--- config.mk ---
export PLATFORM = sky130hd
export DESIGN_NAME = lsu
export DESIGN_NICKNAME = d
export VERILOG_FILES = /design/src/rtl/lsu.sv
export SDC_FILE = /design/constraint.sdc
export NUM_CORES = 1
export LEC_CHECK = 0
export CAP_MARGIN = 10
export CORE_MARGIN = 5
export CORE_UTILIZATION = 55
export DETAILED_ROUTE_END_ITERATION = 8
export PLACE_DENSITY = 0.93
export SLEW_MARGIN = 20
export SYNTH_ARGS = -nofsm -noshare
export SYNTH_HDL_FRONTEND = slang
export SYNTH_SLANG_ARGS = --single-unit
--- constraint.sdc ---
create_clock -name clk -period 7.5 [get_ports clk]
set_input_delay 1.5 -clock clk [delete_from_list [all_inputs] [get_ports clk]]
set_output_delay 1.5 -clock clk [all_outputs]
set_load 0.1 [all_outputs]
--- src/rtl/lsu.sv ---
// Multi-cycle load/store unit: request/response bus master with byte strobes,
// split handling for word-crossing accesses and sign/zero extension of loads.
module lsu #(
  parameter int XLEN = 64,
  parameter int NB   = XLEN / 8
) (
  input  logic              clk,
  input  logic              rstn,
  input  logic              exu_valid,
  input  logic              exu_load_en,
  input  logic              exu_store_en,
  input  logic [2:0]        exu_mem_op,
  input  logic [XLEN-1:0]   exu_addr,
  input  logic [XLEN-1:0]   exu_wdata,
  output logic              lsu_stall,
  output logic              lsu_done,
  output logic [XLEN-1:0]   lsu_rdata,
  output logic              lsu_err,
  output logic              mem_req_valid,
  input  logic              mem_req_ready,
  output logic [XLEN-1:0]   mem_req_addr,
  output logic              mem_req_we,
  output logic [NB-1:0]     mem_req_wstrb,
  output logic [XLEN-1:0]   mem_req_wdata,
  input  logic              mem_resp_valid,
  input  logic [XLEN-1:0]   mem_resp_rdata
);
  localparam int OFFW = $clog2(NB);
  localparam int SW   = OFFW + 2;
  localparam int NB2  = 2 * NB;

  typedef enum logic [2:0] {IDLE, REQ0, WAIT0, REQ1, WAIT1, DONE} state_t;

  state_t            state_q, state_d;
  logic [2:0]        op_q, op_d;
  logic [XLEN-1:0]   addr_q, addr_d, wdata_q, wdata_d;
  logic [XLEN-1:0]   beat0_q, beat0_d, beat1_q, beat1_d;
  logic              we_q, we_d, err_q, err_d;

  logic [OFFW-1:0]   off;
  logic [SW-1:0]     size, span;
  logic              split, illegal, go, sgn;
  logic [OFFW+2:0]   sh;
  logic [NB2-1:0]    strb_full;
  logic [2*XLEN-1:0] wd_full;
  logic [XLEN-1:0]   ld_sh, word_addr, mask, ld_ext;

  assign go        = exu_valid & (exu_load_en | exu_store_en);
  assign illegal   = (exu_mem_op == 3'b111) | (exu_store_en & exu_mem_op[2]) |
                     ((XLEN == 32) & ((exu_mem_op[1:0] == 2'b11) | (exu_mem_op == 3'b110)));

  assign off       = addr_q[OFFW-1:0];
  assign size      = SW'(1) << op_q[1:0];
  assign span      = SW'(off) + size;
  assign split     = span > SW'(NB);
  assign sh        = {off, 3'b000};
  assign word_addr = {addr_q[XLEN-1:OFFW], {OFFW{1'b0}}};
  // Strobes and data are formed over a double word; each beat takes one half.
  assign strb_full = ((NB2'(1) << size) - NB2'(1)) << off;
  assign wd_full   = {wdata_q, wdata_q} << sh;
  assign ld_sh     = XLEN'({beat1_q, beat0_q} >> sh);

  always_comb begin
    mask = '1;
    sgn  = ld_sh[XLEN-1];
    case (op_q[1:0])
      2'd0: begin mask = ~({XLEN{1'b1}} << 8);  sgn = ld_sh[7];  end
      2'd1: begin mask = ~({XLEN{1'b1}} << 16); sgn = ld_sh[15]; end
      2'd2: begin mask = ~({XLEN{1'b1}} << 32); sgn = ld_sh[31]; end
      default: ;
    endcase
    ld_ext = (ld_sh & mask) | ((sgn & ~op_q[2]) ? ~mask : '0);
  end

  always_comb begin
    state_d = state_q;
    op_d    = op_q;
    addr_d  = addr_q;
    wdata_d = wdata_q;
    we_d    = we_q;
    err_d   = err_q;
    beat0_d = beat0_q;
    beat1_d = beat1_q;
    lsu_stall     = 1'b0;
    lsu_done      = 1'b0;
    lsu_rdata     = '0;
    lsu_err       = 1'b0;
    mem_req_valid = 1'b0;
    mem_req_addr  = '0;
    mem_req_we    = 1'b0;
    mem_req_wstrb = '0;
    mem_req_wdata = '0;
    case (state_q)
      IDLE: begin
        if (go) begin
          lsu_stall = 1'b1;
          op_d      = exu_mem_op;
          addr_d    = exu_addr;
          wdata_d   = exu_wdata;
          we_d      = exu_store_en;
          err_d     = illegal;
          beat0_d   = '0;
          beat1_d   = '0;
          state_d   = illegal ? DONE : REQ0;
        end
      end
      REQ0: begin
        lsu_stall     = 1'b1;
        mem_req_valid = 1'b1;
        mem_req_we    = we_q;
        mem_req_addr  = word_addr;
        mem_req_wstrb = strb_full[NB-1:0];
        mem_req_wdata = we_q ? wd_full[XLEN-1:0] : '0;
        if (mem_req_ready) state_d = WAIT0;
      end
      WAIT0: begin
        lsu_stall = 1'b1;
        if (mem_resp_valid) begin
          beat0_d = mem_resp_rdata;
          state_d = split ? REQ1 : DONE;
        end
      end
      REQ1: begin
        lsu_stall     = 1'b1;
        mem_req_valid = 1'b1;
        mem_req_we    = we_q;
        mem_req_addr  = word_addr + XLEN'(NB);
        mem_req_wstrb = strb_full[NB2-1:NB];
        mem_req_wdata = we_q ? wd_full[2*XLEN-1:XLEN] : '0;
        if (mem_req_ready) state_d = WAIT1;
      end
      WAIT1: begin
        lsu_stall = 1'b1;
        if (mem_resp_valid) begin
          beat1_d = mem_resp_rdata;
          state_d = DONE;
        end
      end
      DONE: begin
        lsu_done  = 1'b1;
        lsu_err   = err_q;
        lsu_rdata = (we_q | err_q) ? '0 : ld_ext;
        state_d   = IDLE;
      end
      default: state_d = IDLE;
    endcase
  end

  always_ff @(posedge clk or negedge rstn) begin
    if (!rstn) begin
      state_q <= IDLE;
      op_q    <= '0;
      addr_q  <= '0;
      wdata_q <= '0;
      we_q    <= 1'b0;
      err_q   <= 1'b0;
      beat0_q <= '0;
      beat1_q <= '0;
    end else begin
      state_q <= state_d;
      op_q    <= op_d;
      addr_q  <= addr_d;
      wdata_q <= wdata_d;
      we_q    <= we_d;
      err_q   <= err_d;
      beat0_q <= beat0_d;
      beat1_q <= beat1_d;
    end
  end
endmodule
# After elaboration in Yosys (flattened, before gate mapping)

Cells that the tools add are included.

Shift operators: 5
Multiplexer cells: 28
Reduce and logical (&&, ||, !) cells: 10
$lt $le $gt $ge: 1
Bitwise gates (word level): 10
$add $sub $neg: 3
Eq/ne operators: 13

Operator list:

| kind                  | count |
|---|---|
| $pmux 64 s2           | 4 |
| $mux 64               | 7 |
| $pmux 64 s3           | 1 |
| $shl 128x6->128       | 1 |
| $shr 128x6->64        | 1 |
| $add 64x4->64 const B | 1 |
| $and 64x64->64        | 1 |
| $not 64->64           | 1 |
| $or 64x64->64         | 1 |
| $mux 3                | 7 |
| $pmux 8 s2            | 1 |
| $shl 1x5->16 const A  | 1 |
| $shl 16x3->16         | 1 |
| $sub 16x2->16 const B | 1 |
| $pmux 3 s5            | 1 |
| $ne 2x2->1 const B    | 5 |
| $eq 3x3->1 const B    | 3 |
| $eq 3x2->1 const B    | 2 |
| $reduce_and 3->1      | 2 |
| $add 3x5->5           | 1 |
| $gt 5x4->1 const B    | 1 |
| $mux 1                | 5 |
| $reduce_and 5->1      | 1 |
| $shl 1x2->5 const A   | 1 |
| 14 further kinds      | 19 |

Bits of input ports: 202
Bits in registers: 264
Word-level logic and storage cells: 78
Output and inout port bits: 205

# Depth between registers and ports, before layout

Gate-level depths: netlist of run 1.

Depth in word-level cells: 7
Mapped depth: 11
Depth with buffers taken out: 8

# Worst setup path before layout of run 1

OpenSTA, ideal clock, no wires.

Path type: reg-to-output
Start: register state_q[2]
End: output mem_req_wstrb[3]
Required time: 6.000 ns
Cell stages (with the launch flop): 7
Slack: 1.607 ns
Buffers on the path: 2
Arrival time: 4.393 ns
Cells stage by stage: dfrtp_1 buf_1 nand2b_1 inv_1 clkbuf_1 nand2_1 o32ai_1

Cells in the longest elaborated chain, start to end: 2
Elaborated cells on any way between the ends: 3
Those cells by class: eq/ne: 2; mux: 1

RTL lines:

| what                                            | line | text |
|---|---|---|
| from (decl)                                     | 34   | `state_t state_q, state_d;` |
| from (signal assigned)                          | 160  | `state_q <= state_d;` |
| $eq 3x2->1 / $eq 3x1->1 (equally long branches) | 93   | `case (state_q)` |
| $pmux 8 s2 *                                    | 93   |  |
| to (decl)                                       | 23   | `output logic [NB-1:0] mem_req_wstrb,` |

Every way passes the cells marked *; elsewhere a longest branch is shown, timed or not.

# Worst setup path in the final report of run 1

Start: register addr_q[2]
End: output lsu_rdata[58]

Cells in the longest elaborated chain, start to end: 7
Elaborated cells on any way between the ends: 8
Those cells by class: shift: 1; mux: 4; bitwise: 3

RTL lines:

| what                   | line | text |
|---|---|---|
| from (decl)            | 36   | `logic [XLEN-1:0] addr_q, addr_d, wdata_q, wdata_d;` |
| from (signal assigned) | 162  | `addr_q <= addr_d;` |
| $shr 128x6->64 *       | 61   | `assign ld_sh = XLEN'({beat1_q, beat0_q} >> sh);` |
| $pmux 1 s3             | 66   | `case (op_q[1:0])` |
| $and 1x1->1            | 72   | `ld_ext = (ld_sh & mask) \| ((sgn & ~op_q[2]) ? ~mask : '0);` |
| $mux 64                | 72   |  |
| $or 64x64->64 *        | 72   |  |
| $mux 64 *              | 142  | `lsu_rdata = (we_q \| err_q) ? '0 : ld_ext;` |
| $mux 64 *              | 93   |  |
| to (decl)              | 17   | `output logic [XLEN-1:0] lsu_rdata,` |

Marks and branches as above.

==> results of run 1 <==
==> layout make-up <==
cell class	count	area, um^2
multi-input combinational	1475	10900
clock buffer	41	841
antenna	6	15.0
tap	442	553
timing repair buffer	429	4250
sequential	256	6420
inverter	18	68.8
fill	2315	9230
clock inverter	13	156
==> layer usage <==
metal | vias to the layer above | wire [um] | global-route usage (%)
li1 | 7545 | - | -
met1 | 8344 | 23300 | 44.0
met2 | 1150 | 30100 | 55.3
met3 | 307 | 6540 | 8.36
met4 | 10 | 4650 | 19.4
met5 | - | 69 | 0
==> cells in the final DEF, fill, tap and decap left out, types with 10 or more instances in the layout <==
cell / instances
clkdlybuf4s50_1: 394
nand2_1: 344
dfrtp_1: 252
o21ai_0: 211
mux2_2: 161
mux2i_1: 138
nor2_1: 124
mux4_2: 102
a21oi_1: 98
buf_4: 31
nand3_1: 30
clkbuf_16: 29
or3_1: 26
nand4_1: 24
xor2_1: 21
a22oi_1: 20
inv_1: 16
a211oi_1: 16
xnor2_1: 15
nor3_1: 11
nand2b_1: 11
o211ai_1: 10
==> sequential cells by signal (all words and copies together) (netlist names) <==
signal   flops
op_q         3
we_q         1
beat0_q     64
wdata_q     64
err_q        1
beat1_q     56
addr_q      64
state_q      3
==> how the worst max path moves through the flow <==
stage               slack (ns)        from                to  cells after the start
floorplan                 1.61  state_q[2]  mem_req_wstrb[3]                      6
global placement          1.78   addr_q[2]     lsu_rdata[55]                      6
detailed placement        1.87   addr_q[2]     lsu_rdata[58]                      6
CTS                       1.24   addr_q[2]     lsu_rdata[58]                      6
global route              1.07   addr_q[2]     lsu_rdata[58]                      6
finish                    1.24   addr_q[2]     lsu_rdata[58]                      6
==> kinds of logic (layout without fill, tap and decap cells) <==
family                   count (synthesis)  count (layout)  synth area share [%]
adder cells (fa/ha/maj)                  5               5                 0.347
AND/OR/NAND/NOR                        626             626                  15.1
XOR/XNOR                                36              36                  1.75
AO/OA/AOI/OAI                          404             404                  12.7
other                                    1               9                0.0208
buffers and inverters                  186             501                  4.06
multiplexers                           401             401                  30.5
flip-flops                             256             256                  35.6
==> metrics by stage <==
| step | total power (W) | cells | util [%] | worst slack [ns] | cell area, um^2 |
|---|---|---|---|---|---|
| after floorplan | 0.00832 | 1917 | - | 1.61 | 18000 |
| after global placement | 0.00998 | 2620 | 68.4 | 1.78 | 22200 |
| after detailed placement | 0.0102 | 2620 | 68.5 | 1.87 | 22200 |
| after CTS | 0.0117 | 2674 | 71.5 | 1.24 | 23200 |
| after global routing | 0.0124 | 2677 | 71.5 | 1.07 | 23200 |
| final | 0.0118 | 2680 | 71.6 | 1.24 | 23200 |
==> report_power, final <==
part,leakage (nW),internal [W],switching (W),total [W]
clock,0.477,0.000883,0.000615,0.00150
combinational,5.26,0.00268,0.00454,0.00722
sequential,3.25,0.00206,0.00105,0.00311
total,8.98,0.00563,0.00621,0.0118
==> worst reg2reg max path, delay by kind of cell (launching register included) <==
kind / cells / cell delay (ns)
flip-flops: 1 / 0.62
AND/OR/NAND/NOR: 1 / 0.52
buffers and inverters: 3 / 2.05
multiplexers: 1 / 0.52
==> results.md, run 1 <==
- Result of the run: completed
- Drt wl/cell: 24.1 um
- CP Max Fanout: 64
- Total Routing Usage GR: 34.8%
- FF+latch count, synth: 256
- CP top delay family: compound AO/OA/AOI/OAI gates
- Min Hold Slack: 0.488 ns
- Critical path class: reg2out
- Final hold violation count: 0
- Most common cell in the synthesized netlist: nand2_1
- Worst ir drop on vdd: 0.277 mV
- Largest net degree at the start of global routing: 152
- Reg2reg end: wdata_q[36]
- I/O pin total: 407
- Measured slew at the worst slew-check pin: 1.15 ns
- Mean area per synthesized cell: 9.40 um^2
- Netlist cell types: 53
- Leading area contributor after synthesis: dfrtp_1
- Static leakage: 8.98 nW
- Post-synth top cells: nand2_1 (345), dfrtp_1 (256), o21ai_0 (212)
- RePlAce Congestion: 0.947
- Synth top area share: 35.6%
- Vias in the first global route: 17.3k
- Root buf cell: clkbuf_16
- Clock buffer depth: 3
- Area Overhead vs Synth: 29.0%
- Die span in y: 191 um
- Hold EP: beat0_q[1]
- Worst Setup End Kind: primary output
- # rows: 66
- Initial antenna violation count: 9
- Antenna Nets Post-Route: 0
- WL final: 64700 um
- Layout cells sized above 1: 16.4%
- Cells on Worst Hold Path: 2
- EDFF count, synth: 0
- Clock period minus worst slack: 6.26 ns
- Max Cap Violations: 0
- Post-CTS Resized: 0
- # DRC: 0
- Final Setup Violations: 0
- Max transition margin: 23.1%
- Unrepaired setup endpoints after global routing: no
- CTS clk-pin slew, worst paths: 0.06 ns
- CTS tree: built
- F_max: 0.160 GHz
- Cells after synthesis: 1915
- Drt via density: 6.48
- HPWL Detailed: 45900 um
- HP Class: reg2reg
- Ranking of synthesized cells by area: dfrtp_1 (36%), mux4_2 (13%), mux2_2 (10%)
- Cell Area, Synth: 18000 um^2
- Slew Viols, Final: 0
- Vias: 17.4k
- Pwr per Cell Area: 509 nW/um^2
- Post-synth top flop: dfrtp_1
- Clk_skew: 0.00799 ns
- Ys async rst share: 100%
- Clk sinks: 256
- CP Buf/Inv Count: 1
- Slowest cell on the critical path: clkdlybuf4s50_1
- DR iter-0 viols: 2171
- Clock Latency Late Sink: 0.57 ns
- Pre-antenna DRT Iters: 5
- Nets: 2416
- CTS hold repair buffers: 0
- Number of CTS-inserted buffers: 29
- Total core area: 32500 um^2
- CP peak stage delay: 1.05 ns
- Reg2Reg Depth: 5
- CP cell instances: mux4_2, mux2i_1, o22ai_1, o21ai_4, o21ai_0, clkdlybuf4s50_1
- Setup TNS: 0 ns
- Worst Path Required: 6.00 ns
- Period utilization: 83.4%
- Crit start category: register
- Reg2Reg Setup Slack: 3.66 ns
- Total global routing overflow: 0
- Die width: 191 um
- R2R Path Start: state_q[1]
- Setup repair bufs after CTS: 0
- H-tree depth: 1
- First-pass GRT wire length: 101000 um
- PortBufs: 403
- Register area share after synthesis: 35.6%
- Critical Path AT: 4.76 ns
- Hold Startpoint: beat0_q[1]
- Die area: 36500 um^2
- Starting density of the core: 55.5%
- Yosys warning count: 0
No activity file was read; power rests on OpenSTA's default activity.
==> inputs of run 2 (changes only) <==
Settings changed: CORE_UTILIZATION 55 to 47, PLACE_DENSITY 0.93 to 0.85.
Clock period 7.5 ns to 5.25 ns, I/O delays scaled along.
==> run 2 against run 1 <==
Non-clock buffer count up 6. Global-route usage down 5.3 points. Clock skew up 0.0056 ns. Critical endpoint is now mem_req_addr[59]. Largest power group unchanged. Highest routed layer unchanged.
==> results.md, run 2 (synthesis results as in run 1) <==
- Drt via density: 6.23
- Result of the run: completed
- CP peak stage delay: 0.81 ns
- Filler cells: 2995
- Setup TNS: 0 ns
- Vias in the first global route: 17.1k
- F_max: 0.202 GHz
- Share of power burned in registers: 25.7%
- Reg2Reg Setup Slack: 1.47 ns
- Setup repair bufs after CTS: 0
- Drt wl/cell: 23.5 um
- Worst ir drop on vdd: 0.435 mV
- Nets: 2424
- Critical Path AT: 3.91 ns
- First-pass GRT wire length: 98600 um
- Slew Viols, Final: 0
- Clock buffer depth: 3
- Worst Path Required: 4.20 ns
- Die width: 206 um
- Clock period minus worst slack: 4.96 ns
- Max Cap Violations: 0
- CTS clk-pin slew, worst paths: 0.06 ns
- Max transition margin: 27.4%
- CP Max Fanout: 27
- Internal Pwr Total: 0.00822 W
- Slowest cell on the critical path: or4b_1
- Most frequent cells in the layout: nand2_1 (344), dfrtp_1 (252), o21ai_0 (211)
- Reg2Reg Depth: 7
- # DRC: 0
- Final hold violation count: 0
- Antenna Nets Post-Route: 0
- Clk_skew: 0.0136 ns
- Starting density of the core: 47.7%
- Clock Latency Late Sink: 0.58 ns
- H-tree depth: 1
- Final Setup Violations: 0
- Layout cells sized above 1: 25.4%
- Period utilization: 94.5%
- Stages on worst setup path: 6
- DR iter-0 viols: 1857
- Static leakage: 9.57 nW
- R2R Path Start: state_q[1]
- Die span in y: 206 um
- Worst Setup End Kind: primary output
- Top flop regs: addr_q (64), beat0_q (64), wdata_q (64)
- Fin area: 23600 um^2
- Total core area: 37800 um^2
- # rows: 71
- CP top delay family: simple AND/OR/NAND/NOR gates
- Crit start category: register
- WL final: 64800 um
- Root buf cell: clkbuf_16
- Hold Startpoint: beat0_q[0]
- Cells on Worst Hold Path: 2
- Die area: 42300 um^2
- I/O pin total: 407
- Sw Pwr: 0.00888 W
- Clk sinks: 256
- CP Capture Point: mem_req_addr[59]
- Most common cell after layout, fill and taps aside: nand2_1
- Number of CTS-inserted buffers: 31
- Pre-antenna DRT Iters: 6
- CTS hold repair buffers: 0
- Total global routing overflow: 0
- Sw frac: 51.9%
- Measured slew at the worst slew-check pin: 1.09 ns
- Post-DP Area: 22500 um^2
- HP Class: reg2reg
- Unrepaired setup endpoints after global routing: no
- Area Overhead vs Synth: 31.1%
- Post-CTS Resized: 0
- CP Buf/Inv Count: 1
- PortBufs: 403
- HPWL Detailed: 46700 um
- Comb power frac: 61.7%
- Source of the critical timing path: state_q[1]
- Initial antenna violation count: 14
- Largest net degree at the start of global routing: 141
- Vias: 17.2k
- CP cell instances: nand3_1, or3_1, or4b_1, or4_1, a21oi_1, buf_12
- RePlAce Congestion: 0.942
- CTS tree: built
- Clk network pwr share: 12.6%
- Critical path class: reg2out
- Pwr per Cell Area: 725 nW/um^2
- Total Routing Usage GR: 29.5%
- Reg2reg end: beat1_q[1]
==> run 2: layer usage <==
metal / up-vias / track usage (%) / wire length (um) / share of wire, %
li1: 7552 / - / - / -
met1: 8307 / 35.5 / 23100 / 36
met2: 1056 / 48.8 / 31000 / 48
met3: 268 / 7.53 / 6430 / 9.9
met4: 16 / 15.7 / 4170 / 6.4
met5: - / 0 / 121 / 0.19
==> run 2: worst min-delay path by stage <==
stage                        endpoint  slack [ns]
after global placement     beat0_q[0]        0.46
after floorplan           beat1_q[40]        0.44
after CTS                 beat1_q[41]        0.49
after detailed placement  beat1_q[55]        0.47
after global routing       beat0_q[0]        0.52
final                      beat0_q[0]        0.48
==> run 2: power by group through the flow <==
stage / combinational, W / sequential [W] / clock, W
final: 0.0105 / 0.00440 / 0.00216
after CTS: 0.0104 / 0.00443 / 0.00220
after detailed placement: 0.0103 / 0.00445 / 0
after global routing: 0.0112 / 0.00453 / 0.00228
after global placement: 0.0101 / 0.00435 / 0
after floorplan: 0.00823 / 0.00366 / 0
==> run 2: through the flow <==
stage | instances | total power (W) | worst slack, ns | utilization [%] | hold slack [ns]
floorplan | 1917 | 0.0119 | 0.187 | - | 0.444
global placement | 2694 | 0.0145 | 1.01 | 59.6 | 0.459
detailed placement | 2694 | 0.0148 | 0.941 | 59.6 | 0.467
CTS | 2752 | 0.0170 | 0.304 | 62.4 | 0.486
global route | 2756 | 0.0180 | 0.146 | 62.5 | 0.522
finish | 2762 | 0.0171 | 0.291 | 62.5 | 0.482
==> run 2: worst reg2reg max path, stage by stage, from the launching register on <==
cell     delay [ns]
dfrtp_4        0.65
buf_4          0.75
nor2_1         0.21
and2_2         0.26
buf_4          0.33
a21oi_4        0.25
buf_4          0.80
o21ai_0        0.35
==> run 2: layout make-up <==
type	instances	area (um^2)	share of cell area, %
Antenna cell	9	22.5	0.0954
Clock inverter	16	129	0.546
Clock buffer	42	907	3.84
Timing Repair Buffer	435	4490	19.0
Tap cell	511	639	2.71
Inverter	18	68.8	0.292
Multi-Input combinational cell	1475	10900	46.3
Sequential cell	256	6420	27.2
